[config.mk]
export PLATFORM = sky130hd
export DESIGN_NAME = argmax_stream_ctrl_flat
export DESIGN_NICKNAME = d
export VERILOG_FILES = /design/src/rtl/argmax_stream_if.sv /design/src/rtl/argmax_stream_ctrl.sv /design/src/flat_wrapper.sv
export SDC_FILE = /design/constraint.sdc
export NUM_CORES = 1
export LEC_CHECK = 0
export CORE_ASPECT_RATIO = 1.4
export CORE_UTILIZATION = 30
export CTS_CLUSTER_DIAMETER = 40
export DETAILED_ROUTE_END_ITERATION = 10
export PLACE_DENSITY = 0.56
export SYNTH_ARGS = -nofsm -noshare
export SYNTH_HDL_FRONTEND = slang
export SYNTH_SLANG_ARGS = --single-unit
[constraint.sdc]
create_clock -name clk -period 1.75 [get_ports clk]
set_input_delay 0.35 -clock clk [delete_from_list [all_inputs] [get_ports clk]]
set_output_delay 0.35 -clock clk [all_outputs]
set_load 0.01 [all_outputs]
[src/rtl/argmax_stream_if.sv]
// Valid/ready sample stream in, valid/ready {index, max} result out.
// The slave view belongs to the argmax controller; the master view is the
// environment that produces samples and consumes results.
interface argmax_stream_if #(
  parameter int W  = 8,
  parameter int IW = 4
);
  logic          s_valid;
  logic          s_ready;
  logic [W-1:0]  s_data;
  logic          m_valid;
  logic          m_ready;
  logic [IW-1:0] m_index;
  logic [W-1:0]  m_max;

  modport slave (
    input  s_valid, s_data, m_ready,
    output s_ready, m_valid, m_index, m_max
  );

  modport master (
    output s_valid, s_data, m_ready,
    input  s_ready, m_valid, m_index, m_max
  );
endinterface

[src/rtl/argmax_stream_ctrl.sv]
// Serial argmax over frames of N unsigned samples, one comparator.
// The first sample of a frame seeds the running maximum; each later sample
// replaces it only when strictly greater, so ties keep the lowest index.
// The result register is loaded on the edge that accepts the last sample and
// is held until the consumer takes it.
module argmax_stream_ctrl #(
  parameter int N  = 10,
  parameter int W  = 8,
  parameter int IW = 4
) (
  input  logic            clk,
  input  logic            rst_n,
  input  logic            clear,
  output logic            busy,
  argmax_stream_if.slave  bus
);

  localparam logic [1:0] ST_IDLE  = 2'd0;
  localparam logic [1:0] ST_ACCUM = 2'd1;
  localparam logic [1:0] ST_DONE  = 2'd2;

  localparam logic [IW-1:0] LAST_IDX = IW'(N - 1);

  logic [1:0]    state_reg;
  logic [IW-1:0] cnt_reg;
  logic [IW-1:0] run_idx_reg;
  logic [W-1:0]  run_max_reg;
  logic [IW-1:0] m_index_reg;
  logic [W-1:0]  m_max_reg;

  logic          s_accept;
  logic          new_max;

  assign bus.s_ready = (state_reg != ST_DONE);
  assign bus.m_valid = (state_reg == ST_DONE);
  assign busy        = (state_reg == ST_ACCUM);
  assign bus.m_index = m_index_reg;
  assign bus.m_max   = m_max_reg;

  assign s_accept = bus.s_valid && bus.s_ready;
  assign new_max  = (bus.s_data > run_max_reg);

  // Frame sequencer: seed, accumulate running max/index, publish result, wait for take.
  always_ff @(posedge clk or negedge rst_n) begin
    if (!rst_n) begin
      state_reg   <= ST_IDLE;
      cnt_reg     <= '0;
      run_idx_reg <= '0;
      run_max_reg <= '0;
      m_index_reg <= '0;
      m_max_reg   <= '0;
    end else if (clear) begin
      // Abort wins over any handshake in the same cycle; the last result stays visible.
      state_reg   <= ST_IDLE;
      cnt_reg     <= '0;
      run_idx_reg <= '0;
      run_max_reg <= '0;
    end else begin
      case (state_reg)
        ST_IDLE: begin
          if (s_accept) begin
            run_max_reg <= bus.s_data;
            run_idx_reg <= '0;
            cnt_reg     <= IW'(1);
            state_reg   <= ST_ACCUM;
          end
        end
        ST_ACCUM: begin
          if (s_accept) begin
            if (new_max) begin
              run_max_reg <= bus.s_data;
              run_idx_reg <= cnt_reg;
            end
            if (cnt_reg == LAST_IDX) begin
              // Last sample: fold it straight into the result; cnt stays at N-1.
              m_max_reg   <= new_max ? bus.s_data : run_max_reg;
              m_index_reg <= new_max ? cnt_reg : run_idx_reg;
              state_reg   <= ST_DONE;
            end else begin
              cnt_reg <= cnt_reg + IW'(1);
            end
          end
        end
        ST_DONE: begin
          if (bus.m_ready) begin
            state_reg <= ST_IDLE;
            cnt_reg   <= '0;
          end
        end
        default: begin
          state_reg <= ST_IDLE;
          cnt_reg   <= '0;
        end
      endcase
    end
  end

endmodule

[src/flat_wrapper.sv]
// flat-port wrapper written by rule: the top's interface ports become plain ports
module argmax_stream_ctrl_flat 
#(
  parameter int N  = 10,
  parameter int W  = 8,
  parameter int IW = 4
)
  (clk, rst_n, clear, busy, bus_s_valid, bus_s_data, bus_m_ready, bus_s_ready, bus_m_valid, bus_m_index, bus_m_max);
  argmax_stream_if #(.W(W), .IW(IW)) bus_i ();
  input  logic clk;
  input  logic rst_n;
  input  logic clear;
  output logic busy;
  input wire logic [$bits(bus_i.s_valid)-1:0] bus_s_valid;
  input wire logic [$bits(bus_i.s_data)-1:0] bus_s_data;
  input wire logic [$bits(bus_i.m_ready)-1:0] bus_m_ready;
  output wire logic [$bits(bus_i.s_ready)-1:0] bus_s_ready;
  output wire logic [$bits(bus_i.m_valid)-1:0] bus_m_valid;
  output wire logic [$bits(bus_i.m_index)-1:0] bus_m_index;
  output wire logic [$bits(bus_i.m_max)-1:0] bus_m_max;
  assign bus_i.s_valid = bus_s_valid;
  assign bus_i.s_data = bus_s_data;
  assign bus_i.m_ready = bus_m_ready;
  assign bus_s_ready = bus_i.s_ready;
  assign bus_m_valid = bus_i.m_valid;
  assign bus_m_index = bus_i.m_index;
  assign bus_m_max = bus_i.m_max;
  argmax_stream_ctrl #(.N(N), .W(W), .IW(IW)) u_core (.clk(clk), .rst_n(rst_n), .clear(clear), .busy(busy), .bus(bus_i));
endmodule
== After elaboration in Yosys (flattened, before gate mapping) ==
Cells that the tools add are included.

* Bitwise logic cells: 1
* Equality and inequality tests: 9
* Shifts and indexed selects: 0
* Magnitude comparators: 1
* Div/mod/pow operators: 0
* $mul: 0
* Multiplexer cells: 22
* Reductions and logical operators: 7
* Add/sub/neg operators: 1

{| class="wikitable"
|+ Operator list
! cell !! count
|-
| two-way mux 4 bit || 9
|-
| two-way mux 8 bit || 4
|-
| one-hot mux 8 bit (2 select lines) || 1
|-
| one-hot mux 4 bit (3 select lines) || 1
|-
| AND reduction 4 bit || 3
|-
| two-way mux 2 bit || 5
|-
| inequality test 3 x 2 -> 1 bit, second input constant || 3
|-
| greater-than comparator 8 bit || 1
|-
| one-hot mux 4 bit (2 select lines) || 1
|-
| inequality test 3 bit, second input constant || 2
|-
| one-hot mux 2 bit (3 select lines) || 1
|-
| adder 4 x 1 -> 4 bit, second input constant || 1
|-
| equality test 4 bit, second input constant || 1
|-
| AND reduction 3 bit || 1
|-
| nonzero test 3 bit || 1
|-
| equality test 2 x 1 -> 1 bit, second input constant || 1
|-
| equality test 2 bit, second input constant || 1
|-
| logical NOT 2 bit || 1
|-
| inequality test 2 bit, second input constant || 1
|-
| logical AND 1 bit || 1
|-
| inverter 1 bit || 1
|}

* Input bits: 13
* Latch bits: 0
* Memories kept: 0
* Bits in writable memories: 0
* Register bits after elaboration: 30
* ROM bits: 0

== Depth between registers and ports, before layout ==
Gate-level depths: netlist (run 1).

* Depth after elaboration: 5
* Depth in mapped cells: 8
* Mapped depth without buffers: 7

== Worst setup path before layout (run 1) ==
No wires, ideal clock.

* Path type: reg-to-reg
* Start: register u_core.run_max_reg[1]
* End: register u_core.run_max_reg[2]
* Data required time: 1.683 ns
* Buffers on the path: 1
* Setup slack: -0.002 ns
* Stages on the path, launching flop included: 9
* Clock period less this slack: 1.752 ns
* Arrival time: 1.685 ns
* Path through: dfrtp_1 inv_1 ha_1 nor2b_1 o211ai_1 a21oi_1 o21ai_0 buf_2 a22o_1

* Longest elaborated chain between the ends: 5

{| class="wikitable"
|+ RTL lines
! element !! line !! source
|-
| start, declared || argmax_stream_ctrl.sv:27 || <nowiki>logic [W-1:0] run_max_reg;</nowiki>
|-
| start signal, assigned || argmax_stream_ctrl.sv:62 || <nowiki>run_max_reg <= bus.s_data;</nowiki>
|-
| start signal, assigned || argmax_stream_ctrl.sv:71 || <nowiki>run_max_reg <= bus.s_data;</nowiki>
|-
| greater-than comparator 8 bit || argmax_stream_ctrl.sv:41 || <nowiki>assign new_max = (bus.s_data > run_max_reg);</nowiki>
|-
| two-way mux 8 bit (2 in a row) || -- ||
|-
| one-hot mux 8 bit (2 select lines) || -- ||
|-
| two-way mux 8 bit || -- ||
|}

Every way passes these cells. The select of a mux whose other input is x is not followed.
A chain may end at the register's enable or synchronous reset.

== Worst setup path after layout (run 1) ==
* Start: register u_core.run_max_reg[5]
* End: register u_core.run_max_reg[0]

The elaborated chain is that of the path after synthesis.

==> results of run 1 <==
## worst max-delay path: stages (launching register included)
cell	delay, ns
dfrtp_1	0.39
inv_2	0.07
ha_4	0.20
nand4_1	0.20
nor2_2	0.10
a211o_1	0.33
buf_6	0.14
a31oi_4	0.33
a22o_1	0.19
## logic make-up (layout without fill, tap and decap cells)
family / after synthesis / in the layout
AO/OA/AOI/OAI: 60 / 60
AND/OR/NAND/NOR: 53 / 54
flip-flops: 30 / 30
buffers and inverters: 21 / 92
adder cells (fa/ha/maj): 10 / 10
## worst min path at each step
| stage | to | slack (ns) | depth (start not counted) |
|---|---|---|---|
| 6_report | u_core.bus.m_max[1] | 0.46 | 2 |
| 5_1_grt | u_core.run_max_reg[2] | 0.49 | 2 |
| 4_1_cts | u_core.bus.m_max[1] | 0.47 | 2 |
| 3_5_place_dp | u_core.run_idx_reg[0] | 0.49 | 1 |
| 3_3_place_gp | u_core.run_idx_reg[0] | 0.47 | 1 |
| 2_1_floorplan | u_core.bus.m_index[0] | 0.05 | 0 |
## stage by stage
stage	util	cells	setup TNS, ns	hold WS (ns)
2_1_floorplan	-	174	0	0.0544
4_1_cts	0.451	300	-3.91	0.473
6_report	0.497	312	-4.87	0.459
3_3_place_gp	0.412	288	-16.65	0.475
5_1_grt	0.497	312	-6.82	0.491
3_5_place_dp	0.412	288	-17.59	0.489
## metal layers
layer / vias up / global-route usage / wire, µm
li1: 778 / - / -
met1: 763 / 0.181 / 1890
met2: 34 / 0.307 / 2500
met3: 7 / 0.0319 / 125
met4: 0 / 0.0707 / 96
met5: - / 0 / 0
## synthesized netlist by cell type (all sizes together)
library cell	n	area, µm²
a32o	4	40.0
a22o	8	70.1
nand3b	1	7.51
nand2	6	22.5
or2	1	6.26
or3b	1	8.76
o22a	1	8.76
nand4	2	12.5
nor2	16	60.1
dfrtp	30	751
and2	1	8.76
o22ai	1	6.26
nand3	14	70.1
and3	1	6.26
ha	10	125
nand2b	2	12.5
a311oi	1	8.76
buf	7	56.3
nor2b	4	27.5
a211o	1	8.76
and3b	1	8.76
a21oi	11	55.1
a31oi	11	75.1
o211ai	2	15.0
clkbuf	2	7.51
a211oi	1	7.51
nor3	3	15.0
inv	12	45.0
o21ai	19	95.1
## layout make-up
class,count,area (µm²),area share
Timing Repair Buffer,73,647,0.248
Inverter,12,45.0,0.0173
Multi-Input combinational cell,124,963,0.370
Tap cell,66,82.6,0.0317
Clock buffer,6,82.6,0.0317
Sequential cell,30,753,0.289
Clock inverter,1,30.0,0.0115
## what timing repair did
action                                  in CTS  in global routing
hold buffers                                 0                  0
resized for setup                           23                 35
buffers inserted                             5                 11
endpoints found under the setup margin      27                 25
pin swaps                                   18                 29
gates cloned                                 0                  1
## power by group through the flow
stage          clock network (µW)  logic, µW  registers [µW]
3_5_place_dp                    0        301             739
5_1_grt                       767        466             727
6_report                      717        427             726
2_1_floorplan                   0        140             740
3_3_place_gp                    0        301             738
4_1_cts                       729        332             724
==> results by group, run 1 <==
STA
  – Slew Limit Headroom: 0.740
  – Slew @ Worst Pin: 0.390 ns
  – Final WS setup: -0.274 ns
  – Final Hold Fails: 0
  – RSZ-0062 raised after global routing: yes
  – Final Skew: 0.00737 ns
  – Fmax: between 0.4 and 0.5 GHz
  – Setup violators final: 24
  – Period utilization: 1.16
  – Slew Limit Fails: 0
  – Fin crit period: roughly 2 ns

Critical path
  – Worst R2R End: u_core.run_max_reg[0]
  – Crit start category: register
  – Worst path required time: a little under 2 ns
  – FF-to-FF path depth: 8
  – Crit Path Max Fanout: 8
  – WS Path Type: reg2reg
  – Crit path launch: u_core.run_max_reg[5]
  – Setup crit end kind: register
  – Worst setup path endpoint: u_core.run_max_reg[0]
  – WP data arrival: 2.24 ns
  – R2R Path Start: u_core.run_max_reg[5]
  – R2R Setup Slk: -0.27 ns

Status
  – Outcome: finished, violations left
  – Failing checks: negative setup slack

GRT
  – GR Overflow Total: 0
  – GR Util All Layers: 0.165
  – Largest net degree at the start of global routing: 31
  – Number of global-route vias before repair: 1554
  – First-pass GRT wire length: 7200 µm
  – Initial antenna violation count: 0

Clock network
  – Worst-skew pair later-pin latency: ~0.28 ns
  – CTS tree: built
  – Total CTS buffers: 5
  – CTS sink cnt: 30
  – H-tree depth: 2
  – Clk slew on worst S/H paths: 0.07 ns
  – Clock root buffer: clkbuf_8
  – Max Root-Sink Buffers: 2

Die
  – I/O pins: 28
  – Chip height: 89.5 µm
  – Row count: 31
  – Die area: 5780 µm²
  – Initial Util: 0.314
  – Core area: 5240 µm²
  – Die Width: 64.5 µm

Layout
  – Post-route cell area: 2600 µm²
  – Antenna fix cells: 0
  – Final #Nets: 269
  – Synthesis-to-layout area growth: 58.6%
  – Most common cell after layout, fill and taps aside: buf_4
  – Layout cells sized above 1: 0.341
  – FILL cells: 500
  – Commonest cells after routing, fill and taps aside: buf_4, dfrtp_1, clkdlybuf4s50_1, o21ai_0, nor2_1

Place
  – I/O Buffers: 27
  – Placed Area: 2160 µm²
  – Setup slack at placement: -0.775 ns
  – Post-DP HPWL: 2980 µm
  – Gp weighted congestion: 0.791

Power and ir drop
  – VDD IR-drop max: 0.278 mV
  – Int Pwr: between 1000 and 1500 µW
  – Register share of total power: 0.388
  – Net Sw Frac: 0.261
  – PnR Total Power: 1870 µW
  – Clock power frac: 0.383
  – Comb power frac: 0.228
  – Leak pwr: 0.00115 µW
  – Power per standard cell area: slightly above 700 nW/µm²
  – Net Switching: slightly below 500 µW

Detailed routing
  – Initial DRT Pass Iterations: 4
  – DRT antenna net count: 0
  – Post-Route WL: ~4600 µm
  – Via Count: about 1.6k
  – Wire per inst: about 15 µm
  – Vias per inst: 5.07
  – DR iter-0 viols: 102
  – Drc violations: 0

Logic synthesis
  – Mux cell area share after synthesis: 0
  – Main combinational cell family by area after synthesis: compound AO/OA/AOI/OAI gates
  – Post-synthesis area per instance: 9.43 µm²
  – Simple-Gate Fraction of Synth Area: 0.162
  – Fraction of the mapped netlist area in compound gates: 0.238
  – #FFs+latches synth: 30
  – Synth Area in Adders: 0.0762
  – Synth unique cells: 34
  – Seq/Total Area, Yosys: 0.457
  – Syn nets: 197
  – Syn Inst Count: 174
  – Synth Warn #: 0
  – Synth Area in XOR/XNOR: 0
  – Syn Std Cell Area: 1640 µm²

Hold path
  – Worst min-delay path class: in2async

Run
  – Max-Cap Viols: 0
No activity file was read; power rests on OpenSTA's default activity.
==> run 2, diff against run 1 <==
- SETUP_SLACK_MARGIN: default -> 0.3
==> results by group, run 2 (synthesis gave the netlist of run 1 again) <==
Status
  – Outcome: finished, violations left
  – Failing checks: negative setup slack

Power and ir drop
  – Clock power frac: 0.333
  – Net Sw Frac: 0.288
  – Comb power frac: 0.252
  – Register share of total power: 0.415
  – VDD IR-drop max: around 0.31 mV
  – Int Pwr: 1250 µW
  – PnR Total Power: 1750 µW
  – Net Switching: 503 µW
  – Power per standard cell area: 665 nW/µm²
  – Leak pwr: about 0.0012 µW

Critical path
  – Slowest stage delay, CP: 0.38 ns
  – WP data arrival: roughly 2.3 ns
  – WS Path Type: reg2reg
  – Buf/Inv on CP: 2
  – Setup crit end kind: register
  – Worst path required time: 1.97 ns
  – Crit path launch: u_core.run_max_reg[6]
  – Slowest CP cell: dfrtp_1
  – R2R Path Start: u_core.run_max_reg[6]
  – Crit Path Max Fanout: 8
  – Delay-heaviest family, CP: compound AO/OA/AOI/OAI gates
  – Critical path, cell by cell: inv_2, ha_4, nand4_1, buf_4, a211o_4, a31oi_4, a22o_1
  – Crit start category: register

GRT
  – GR Util All Layers: 0.175
  – First-pass GRT wire length: 7660 µm
  – GR Overflow Total: 0
  – Initial antenna violation count: 0
  – Number of global-route vias before repair: between 1.5k and 2k
  – Largest net degree at the start of global routing: 31

STA
  – Final Skew: 0.00773 ns
  – Final Hold Fails: 0
  – Period utilization: 1.19
  – Fin crit period: between 2 and 2.5 ns
  – Fmax: 0.482 GHz
  – Setup violators final: 24
  – Slew Limit Fails: 0
  – Slew @ Worst Pin: 0.463 ns
  – Slew Limit Headroom: 0.690
  – RSZ-0062 raised after global routing: yes
  – Final WS setup: -0.324 ns

Layout
  – Layout cells sized above 1: 0.425
  – Post-route cell area: 2630 µm²
  – Multi-input logic area: 1030 µm²
  – FILL cells: 504
  – Non-filler cells, final: 313
  – Commonest cells after routing, fill and taps aside: buf_4, dfrtp_1, dlygate4sd2_1, nor2_1, nand3_1
  – Final #Nets: 269
  – Register area: between 700 and 800 µm²
  – Antenna fix cells: 0
  – Synthesis-to-layout area growth: 60.3%
  – Most common cell after layout, fill and taps aside: buf_4

Die
  – Die area: 5780 µm²
  – Core area: about 5200 µm²
  – I/O pins: 28
  – Die Width: 64.5 µm
  – Row count: 31
  – Initial Util: 0.314
  – Chip height: 89.5 µm

Hold path
  – Worst min-delay path class: in2async

Detailed routing
  – DR iter-0 viols: 109
  – Post-Route WL: 4660 µm
  – Via Count: 1641
  – Wire per inst: 14.9 µm
  – Vias per inst: 5.24
  – Drc violations: 0
  – Initial DRT Pass Iterations: 4
  – DRT antenna net count: 0

Clock network
  – H-tree depth: 2
  – CTS tree: built
  – Worst-skew pair later-pin latency: 0.28 ns
  – Clk slew on worst S/H paths: ~0.07 ns
  – CTS Hold Bufs: 0
  – Total CTS buffers: 5
  – Clock root buffer: clkbuf_8
  – Max Root-Sink Buffers: 2
  – CTS sink cnt: 30

Place
  – Gp weighted congestion: approximately 0.81
  – I/O Buffers: 27
  – Dpl cells: approximately 300
  – Placed Area: 2210 µm²
  – Post-DP HPWL: 2950 µm

Run
  – Max-Cap Viols: 0
[run 2: power groups by stage]
stage                     Clock (µW)  Sequential [µW]  Combinational [µW]
after global routing             625              728                 484
after global placement             0              739                 325
after CTS                        600              725                 366
after floorplan                    0              740                 153
after detailed placement           0              739                 326
final                            582              726                 441
[run 2: layout make-up]
type                    instances  share of cell area
clock buffers                   7              0.0328
clock inverters                 1             0.00190
inverters                      12              0.0171
multi-input cells             123               0.393
flip-flops and latches         30               0.286
well taps                      66              0.0314
repair buffers                 74               0.237
[run 2: worst paths after layout]
kind	slack, ns	endpoint	depth (start not counted)
worst max register to register	-0.32	u_core.run_max_reg[1]	7
worst min-delay path	0.45	u_core.bus.m_max[0]	2
worst max-delay path	-0.32	u_core.run_max_reg[1]	7
max in group asynchronous	1.01	u_core.state_reg[0]	2
worst min register to register	0.49	u_core.run_idx_reg[1]	1
min in group clk	0.49	u_core.run_idx_reg[1]	1
[run 2: repair_timing]
item	CTS	global route
gates cloned	0	1
pin swaps	25	26
buffers inserted	9	3
endpoints found under the setup margin	43	30
resized for setup	63	44
[run 2: layer usage]
metal  global-route usage  part of all wire
met4                0.103             0.023
met2                0.325              0.53
met5                    0                 0
met1                0.182              0.41
met3               0.0344             0.034
[run 2: stage by stage]
step | setup TNS [ns] | worst slack, ns | hold WS (ns) | utilization
after CTS | -2.67 | -0.139 | 0.462 | 0.466
final | -5.69 | -0.324 | 0.446 | 0.503
after global placement | -15.44 | -0.747 | 0.477 | 0.422
after detailed placement | -15.70 | -0.764 | 0.480 | 0.422
after global routing | -7.40 | -0.378 | 0.485 | 0.503
after floorplan | 0 | 0.0319 | 0.0544 | -
==> run 3, diff against run 2 <==
- CELL_PAD_IN_SITES_DETAIL_PLACEMENT: default -> 1
- CELL_PAD_IN_SITES_GLOBAL_PLACEMENT: default -> 2
- CORE_UTILIZATION: 30 -> 29
- PLACE_DENSITY: 0.56 -> 0.79
==> results by group, run 3 (synthesis gave the netlist of run 1 again) <==
Critical path
  – Slowest stage delay, CP: 0.37 ns
  – Worst path required time: 1.92 ns
  – R2R Setup Slk: -0.18 ns
  – Slowest CP cell: dfrtp_1
  – Crit Path Max Fanout: 4
  – Critical path, cell by cell: inv_2, ha_4, nand4_1, buf_4, nor2_4, a211o_4, a31oi_4, buf_6, a22o_1
  – Crit start category: register
  – FF-to-FF path depth: 9
  – WS Path Type: reg2reg
  – Setup crit end kind: register
  – Worst R2R End: u_core.run_max_reg[2]
  – R2R Path Start: u_core.run_max_reg[7]
  – WP data arrival: 2.10 ns

Place
  – Post-DP HPWL: 3450 µm
  – Gp weighted congestion: 0.829
  – Dpl cells: 299
  – Placed Area: around 2300 µm²
  – I/O Buffers: 27

Clock network
  – H-tree depth: 2
  – Worst-skew pair later-pin latency: approximately 0.28 ns
  – CTS sink cnt: 30
  – CTS tree: built
  – Total CTS buffers: 5
  – Clock root buffer: clkbuf_8
  – Clk slew on worst S/H paths: 0.07 ns
  – Max Root-Sink Buffers: 2
  – CTS Hold Bufs: 0

Layout
  – Non-filler cells, final: 324
  – Post-route cell area: 2680 µm²
  – Commonest cells after routing, fill and taps aside: buf_4, dfrtp_1, dlygate4sd2_1, buf_6, nor2_1
  – Antenna fix cells: 0
  – Most common cell after layout, fill and taps aside: buf_4
  – Multi-input logic area: roughly 960 µm²
  – Layout cells sized above 1: 0.395
  – FILL cells: 618
  – Final #Nets: 278
  – Synthesis-to-layout area growth: 63.0%
  – Register area: between 700 and 800 µm²

Run
  – Max-Cap Viols: 0

Die
  – I/O pins: 28
  – Core area: ~5500 µm²
  – Initial Util: 0.299
  – Die Width: 65.6 µm
  – Row count: 32
  – Die area: between 5000 and 6000 µm²
  – Chip height: 91.0 µm

GRT
  – Gr busiest metal: met2
  – Largest net degree at the start of global routing: 31
  – Met3 usage: 0.0364
  – Number of global-route vias before repair: 1766
  – Met2 GRT Util: 0.345
  – Initial antenna violation count: 0
  – GR Overflow Total: 0
  – Met1 usage: 0.201
  – First-pass GRT wire length: 8510 µm
  – GR Util All Layers: 0.187

Status
  – Outcome: finished, violations left
  – Failing checks: negative setup slack

Detailed routing
  – DR iter-0 viols: 29
  – Vias per inst: 5.20
  – DRT antenna net count: 0
  – Post-Route WL: around 5400 µm
  – Wire per inst: 16.7 µm
  – Drc violations: 0
  – Initial DRT Pass Iterations: 4
  – Via Count: 1686

STA
  – Period utilization: 1.11
  – Slew @ Worst Pin: 0.411 ns
  – Final Skew: approximately 0.0049 ns
  – Slew Limit Headroom: 0.726
  – Final Hold Fails: 0
  – Fin crit period: about 1.9 ns
  – Setup violators final: 24
  – RSZ-0062 raised after global routing: yes
  – Final WS setup: -0.184 ns
  – Fmax: 0.517 GHz
  – Slew Limit Fails: 0

Power and ir drop
  – Power per standard cell area: 693 nW/µm²
  – Leak pwr: 0.00124 µW
  – PnR Total Power: 1850 µW
  – VDD IR-drop max: between 0.3 and 0.4 mV

Hold path
  – Worst min-delay path class: in2async
[run 3: cell type report]
type / instances / area share
Multi-Input combinational cell: 123 / 0.361
Sequential cell: 30 / 0.282
Timing Repair Buffer: 83 / 0.268
Clock buffer: 8 / 0.0412
Tap cell: 68 / 0.0318
Inverter: 12 / 0.0168
[run 3: worst max-delay path by stage]
| stage | start | endpoint | slack (ns) |
|---|---|---|---|
| floorplan | u_core.run_max_reg[1] | u_core.run_max_reg[0] | 0.03 |
| global placement | bus_s_data[5] | u_core.bus.m_max[1] | -0.70 |
| detailed placement | bus_s_data[5] | u_core.bus.m_max[1] | -0.82 |
| CTS | u_core.run_max_reg[1] | u_core.run_max_reg[0] | -0.17 |
| global route | u_core.run_max_reg[5] | u_core.run_max_reg[2] | -0.27 |
| finish | u_core.run_max_reg[7] | u_core.run_max_reg[2] | -0.18 |
[run 3: stage by stage]
stage / setup slack (ns) / hold WS (ns) / setup TNS, ns / utilization
floorplan: 0.0319 / 0.0544 / 0 / -
global placement: -0.702 / 0.476 / -15.40 / 0.411
detailed placement: -0.818 / 0.486 / -16.66 / 0.411
CTS: -0.169 / 0.485 / -3.11 / 0.459
global route: -0.269 / 0.513 / -5.38 / 0.488
finish: -0.184 / 0.472 / -3.03 / 0.488
[run 3: repair_timing]
action / 4_1_cts / 5_1_grt
hold endpoints to repair: 0 / 0
setup endpoints to repair: 43 / 32
setup buffers: 9 / 8
resized for setup: 67 / 21
pin swaps: 25 / 18
[run 3: critical path, delay by kind of cell (launching register included)]
kind                     cells  cell delay, ns
AO/OA/AOI/OAI                3            0.45
flip-flops                   1            0.37
adder cells (fa/ha/maj)      1            0.27
AND/OR/NAND/NOR              2            0.33
buffers and inverters        3            0.38
[run 3: metal layers]
metal	wire (µm)	up-vias
li1	-	799
met4	154	0
met5	0	-
met2	3070	30
met1	2060	846
met3	116	11
[run 3: power by group]
| part | internal [µW] | total, µW | switching, µW |
|---|---|---|---|
| Combinational | 226 | 454 | 228 |
| Sequential | 713 | 725 | 12.8 |
| Clock | 397 | 676 | 279 |
